`config.mk`:
```
export PLATFORM = sky130hd
export DESIGN_NAME = spi_req_arbiter
export DESIGN_NICKNAME = d
export VERILOG_FILES = /design/src/rtl/spi_req_arbiter.sv
export SDC_FILE = /design/constraint.sdc
export NUM_CORES = 1
export LEC_CHECK = 0
export CAP_MARGIN = 20
export CORE_ASPECT_RATIO = 0.8
export CORE_MARGIN = 2
export CORE_UTILIZATION = 36
export CTS_BUF_LIST = sky130_fd_sc_hd__clkbuf_4 sky130_fd_sc_hd__clkbuf_8
export DETAILED_ROUTE_END_ITERATION = 8
export GPL_TIMING_DRIVEN = 0
export MAX_ROUTING_LAYER = met4
export PLACE_DENSITY_LB_ADDON = 0.05
export SYNTH_ARGS = -nofsm -noshare
export SYNTH_HDL_FRONTEND = slang
export SYNTH_SLANG_ARGS = --single-unit
```
`constraint.sdc`:
```
create_clock -name clock -period 1.88 [get_ports clock]
set_clock_uncertainty 0.1 [all_clocks]
set_input_delay 0.188 -clock clock [delete_from_list [all_inputs] [get_ports clock]]
set_output_delay 0.188 -clock clock [all_outputs]
set_load 0.05 [all_outputs]
```
`src/rtl/spi_req_arbiter.sv`:
```
// Round-robin arbiter sharing one SPI master among NUM_REQ requesters; latches the winner's payload.
// Define SPI_ARB_TIMEOUT_EN to add a WAIT watchdog that aborts with a one-cycle err pulse.
module spi_req_arbiter #(
  parameter int NUM_REQ        = 4,
  parameter int ADDR_BITS      = 8,
  parameter int DATA_BITS      = 16,
  parameter int TIMEOUT_CYCLES = 4096
) (
  input  logic                         clock,
  input  logic                         reset_n,
  input  logic [NUM_REQ-1:0]           req,
  input  logic [NUM_REQ*ADDR_BITS-1:0] req_addr,
  input  logic [NUM_REQ*DATA_BITS-1:0] req_data,
  output logic [NUM_REQ-1:0]           grant,
  output logic [NUM_REQ-1:0]           ack,
  output logic                         busy,
  output logic                         spi_start,
  output logic [ADDR_BITS-1:0]         spi_address,
  output logic [DATA_BITS-1:0]         spi_data,
  input  logic                         spi_busy,
  input  logic                         spi_done,
  output logic                         err
);
  localparam int PW = $clog2(NUM_REQ);

  if (NUM_REQ < 2 || NUM_REQ > 8 || TIMEOUT_CYCLES < 2) begin : g_bad_params
    $error("spi_req_arbiter: parameter out of range");
  end

  typedef enum logic [1:0] {IDLE, START, WAIT, DONE} state_t;

  state_t        state;
  logic [PW-1:0] ptr;
  logic [PW-1:0] owner;
  logic [PW-1:0] win;
  logic [PW-1:0] ptr_next;
  logic          found;
  logic          wait_err;
  int            idx;

  // Scan from the highest offset down so the lowest offset from ptr wins.
  always_comb begin
    win = '0;
    idx = 0;
    for (int k = NUM_REQ - 1; k >= 0; k--) begin
      idx = int'(ptr) + k;
      if (idx >= NUM_REQ) idx = idx - NUM_REQ;
      if (req[idx]) win = PW'(idx);
    end
  end

  assign found    = |req;
  assign ptr_next = (owner == PW'(NUM_REQ - 1)) ? '0 : owner + 1'b1;

`ifdef SPI_ARB_TIMEOUT_EN
  localparam int CW = $clog2(TIMEOUT_CYCLES);
  logic [CW-1:0] wd_cnt;
  assign wait_err = (wd_cnt == CW'(TIMEOUT_CYCLES - 1)) && !spi_done;
`else
  assign wait_err = 1'b0;
  assign err      = 1'b0;
`endif

  always_ff @(posedge clock or negedge reset_n) begin
    if (!reset_n) begin
      state       <= IDLE;
      ptr         <= '0;
      owner       <= '0;
      grant       <= '0;
      ack         <= '0;
      busy        <= 1'b0;
      spi_start   <= 1'b0;
      spi_address <= '0;
      spi_data    <= '0;
`ifdef SPI_ARB_TIMEOUT_EN
      wd_cnt      <= '0;
      err         <= 1'b0;
`endif
    end else begin
`ifdef SPI_ARB_TIMEOUT_EN
      err <= 1'b0;
`endif
      case (state)
        IDLE: begin
          if (found && !spi_busy) begin
            owner       <= win;
            grant       <= NUM_REQ'(1) << win;
            busy        <= 1'b1;
            spi_address <= req_addr[win*ADDR_BITS +: ADDR_BITS];
            spi_data    <= req_data[win*DATA_BITS +: DATA_BITS];
            spi_start   <= 1'b1;
            state       <= START;
          end
        end
        START: begin
          spi_start <= 1'b0;
          state     <= WAIT;
`ifdef SPI_ARB_TIMEOUT_EN
          wd_cnt    <= '0;
`endif
        end
        WAIT: begin
          // A timeout still acks the owner so its client never hangs.
          if (spi_done || wait_err) begin
            ack   <= grant;
            grant <= '0;
            ptr   <= ptr_next;
            state <= DONE;
`ifdef SPI_ARB_TIMEOUT_EN
            err   <= wait_err;
          end else begin
            wd_cnt <= wd_cnt + 1'b1;
`endif
          end
        end
        DONE: begin
          ack   <= '0;
          busy  <= 1'b0;
          state <= IDLE;
        end
        default: state <= IDLE;
      endcase
    end
  end
endmodule

```
==> summary.md <==
| Metric | Value |
|---|---|
| Outcome | `finished with violations` |
| Failing checks | `negative setup slack` |
| WP buf/inv | `3` |
| Die Span Y | `77.9 um` |
| Crit-path leading delay family | `multiplexers` |
| Post-synthesis simple-gate area fraction | `10.5%` |
| Remaining antenna violation count | `0` |
| Worst hold slack | `0.192 ns` |
| DR pass1 iterations | `4` |
| Met3 Track Usage GR | `5.05%` |
| Avg Cell Area, Syn | `10.6 um2` |
| H-tree depth | `2` |
| Max-cap violations | `0` |
| Post-Synth Adder-Cell Area | `3.06%` |
| Worst Path Max Fanout | `10` |
| Initial antenna violation count | `0` |
| P per Cell Area | `1540 mW/mm2` |
| Crit path DAT | `1.96 ns` |
| Syn Std Cell Area | `0.00246 mm2` |
| Synth warn | `0` |
| Share of layout cells above drive strength 1 | `21.4%` |
| Vias per cell | `5.22` |
| Top post-synthesis cells by count | `40 x dfrtp_1, 31 x nor2_1, 25 x o22ai_1` |
| Global Route Usage Sum | `21.4%` |
| Worst-Margin Slew | `0.530 ns` |
| Global-route wire length before repair | `12,000 um` |
| Total gr overflow | `0` |
| Internal power | `0.00346 W` |
| Sw Ratio | `48.0%` |
| Critical path cell sequence | `buf_6 -> mux2_4 -> a21oi_2 -> buf_6 -> buf_8 -> mux2i_1 -> o22ai_2` |
| CP Launch Type | `flop` |
| Port-buffer cells | `136` |
| Crit-path slowest cell | `dfrtp_1` |
| Clock sinks | `40` |
| Met2 GRT Util | `31.9%` |
| Leading area contributor after synthesis | `dfrtp_1` |
| Initial Util | `37.8%` |
| Slowest cell delay on critical path | `0.38 ns` |
| DP Worst Slack | `-0.407 ns` |
| Post-synthesis async set-or-reset flop share | `100%` |
| R2R Setup Slk | `-0.0006 ns` |
| Synth Register Bits | `40` |
| Period utilization | `100%` |
| Post-synthesis mux area share | `11.3%` |
| Skew-Pair Late Insertion Delay | `0.30 ns` |
| Largest net degree at the start of global routing | `35` |
| CTS max path bufs | `2` |
| Synth unique cells | `37` |
| Met1 Usage GRT | `28.9%` |
| Combinational share of power | `66.3%` |
| Vias | `2,483` |
| Pleak | `1.80 nW` |
| Worst hold path type | `input port to async pin` |
| Post-synthesis sequential area ratio | `40.8%` |
| Area Overhead vs Synth | `76.1%` |
| Synth Area in Compound Gates | `27.8%` |
| Clk network pwr share | `10.8%` |
| Area contributors post-synth | `dfrtp_1 41%, a221oi_2 10%, mux2i_1 9.8%` |
| Routed wire per std cell | `16.9 um` |
| CP required | `1.96 ns` |
| WS Path Type | `flop to flop` |
| Sequential share of power | `22.9%` |
| Core area | `0.00651 mm2` |
| Syn Inst Count | `232` |
| # diodes | `0` |
| Reg-to-Reg Start | `ptr[1]` |
| R2R cell count | `7` |
| NetSw | `0.00319 W` |
| Vias in the first global route | `2,426` |
| Std cell rows | `26` |
| Hpwl dp | `5980 um` |
| Synth Flop Type | `dfrtp_1` |
| CTS tree | `built` |
| Reg2reg end | `spi_data[11]` |
| Final hold vios | `0` |
| Minimum clock period | `1.88 ns` |
| DRC | `0` |
| Main combinational cell family by area after synthesis | `compound AO/OA/AOI/OAI gates` |
| I/O pins | `139` |
| Die ar. | `0.00750 mm2` |
| Worst setup margin | `-0.000624 ns` |
| Crit end category | `flop` |
| Yosys top cell area share | `40.8%` |
| CTS root buf | `clkbuf_8` |
| Unrepaired setup endpoints after global routing | `yes` |
| Slew HR | `64.5%` |
| Max-slew violation count | `0` |
| Nets@finish | `501` |
| Synthesized net count | `342` |
| Finish-stage setup viols | `1` |
| Die W | `96.3 um` |
| Final wirelength | `8040 um` |
| Worst path most repeated cell | `buf_6` |
| Most common cell in the netlist | `dfrtp_1` |
| Clock transition at path regs | `0.08 ns` |
| Post-synth EDFFs | `0` |
| Placer Congestion | `0.914` |
| GRT busiest layer | `met2` |
| Fraction of synthesized cell area in xor and xnor cells | `0%` |
| F_max | `532 MHz` |
| Peak VDD IR | `838 uV` |
| TritonCTS Buffers | `5` |
| DR iter-0 viols | `108` |
[cell families after synthesis]
kind of cell,count (synthesis)
other cells,1
fa+ha+maj,6
compound gates,79
buf+inv,23
simple gates,56
flops,40
mux,27
[metal layers]
metal / routed length [um] / share of wire [%]
met1: 3620 / 45
met2: 3680 / 46
met3: 633 / 7.9
met4: 109 / 1.4
met5: 0 / 0
[state kept, by name, summed over array words and instances, names as in the netlist]
signal	flops
ack	4
spi_data	16
spi_address	8
busy	1
state	2
grant	4
spi_start	1
ptr	2
owner	2
[power groups by stage]
stage | clock, W | combinational, W | sequential [W]
floorplan | 0 | 0.00148 | 0.00272
global placement | 0 | 0.00396 | 0.00153
detailed placement | 0 | 0.00401 | 0.00155
CTS | 0.000728 | 0.00422 | 0.00153
global route | 0.000766 | 0.00469 | 0.00158
finish | 0.000717 | 0.00441 | 0.00152
[metrics by stage]
stage          instance area, um2  setup TNS, ns  util, %  std cells  power (W)
2_1_floorplan                2460              0        -        232    0.00420
3_3_place_gp                 3920         -33.05     60.3        452    0.00550
3_5_place_dp                 3940          -9.06     60.5        453    0.00556
4_1_cts                      4180              0     64.2        470    0.00648
5_1_grt                      4320         -0.864     66.5        476    0.00704
6_report                     4320      -0.000624     66.5        476    0.00665
[what timing repair did]
action / CTS / global route
buffers inserted: 7 / 6
setup endpoints to repair: 28 / 27
endpoints found under the hold margin: 40 / 0
resized for setup: 15 / 21
pin swaps: 9 / 16
cloned: 1 / 0
hold buffers: 1 / 0
[layout by cell type (no fill, tap or decap), types with 2 or more instances in the layout]
cell type        netlist  routed
o21ai_2                2       2
clkdlybuf4s50_1        0     133
a22o_1                 2       2
buf_6                  6       4
mux2_2                 2       2
buf_4                  2      16
nor2b_1                5       5
ha_1                   6       4
a21oi_1               10      10
buf_2                  6       6
o21ai_0                8       7
inv_2                  0       2
a221oi_4               0       4
nor2_1                31      31
a221oi_2              17      17
o22ai_1               25      24
o21ai_1                1       2
a221oi_1               7       3
clkbuf_8               0       5
mux2i_1               24      21
dfrtp_1               40      40
clkbuf_2               0       2
nand2_1               13      13
inv_1                  6       3
buf_12                 0       4
mux2i_2                0       3
[worst max path at each step]
stage                        start             end  depth (start not counted)
after CTS                   req[2]    spi_data[14]                          7
after detailed placement    req[3]        state[1]                          5
after global placement     reset_n  spi_address[1]                          1
after global routing      state[0]  spi_address[4]                          8
final                       ptr[1]    spi_data[11]                          7
after floorplan           state[0]  spi_address[0]                          8
[area by class of cell]
cell class | instances | area [um2]
plain buffers | 17 | 160
clock buffers | 5 | 68.8
clock inverters | 3 | 42.5
fillers | 542 | 2180
inverters | 6 | 25.0
multi-input cells | 169 | 1420
flip-flops and latches | 40 | 1000
well taps | 84 | 105
repair buffers | 152 | 1500
[worst reg2reg max path: stages (launching register included)]
cell     delay (ns)
dfrtp_1        0.38
buf_6          0.14
mux2_4         0.30
a21oi_2        0.14
buf_6          0.15
buf_8          0.17
mux2i_1        0.29
o22ai_2        0.10
(Power assumes the default switching activity.)
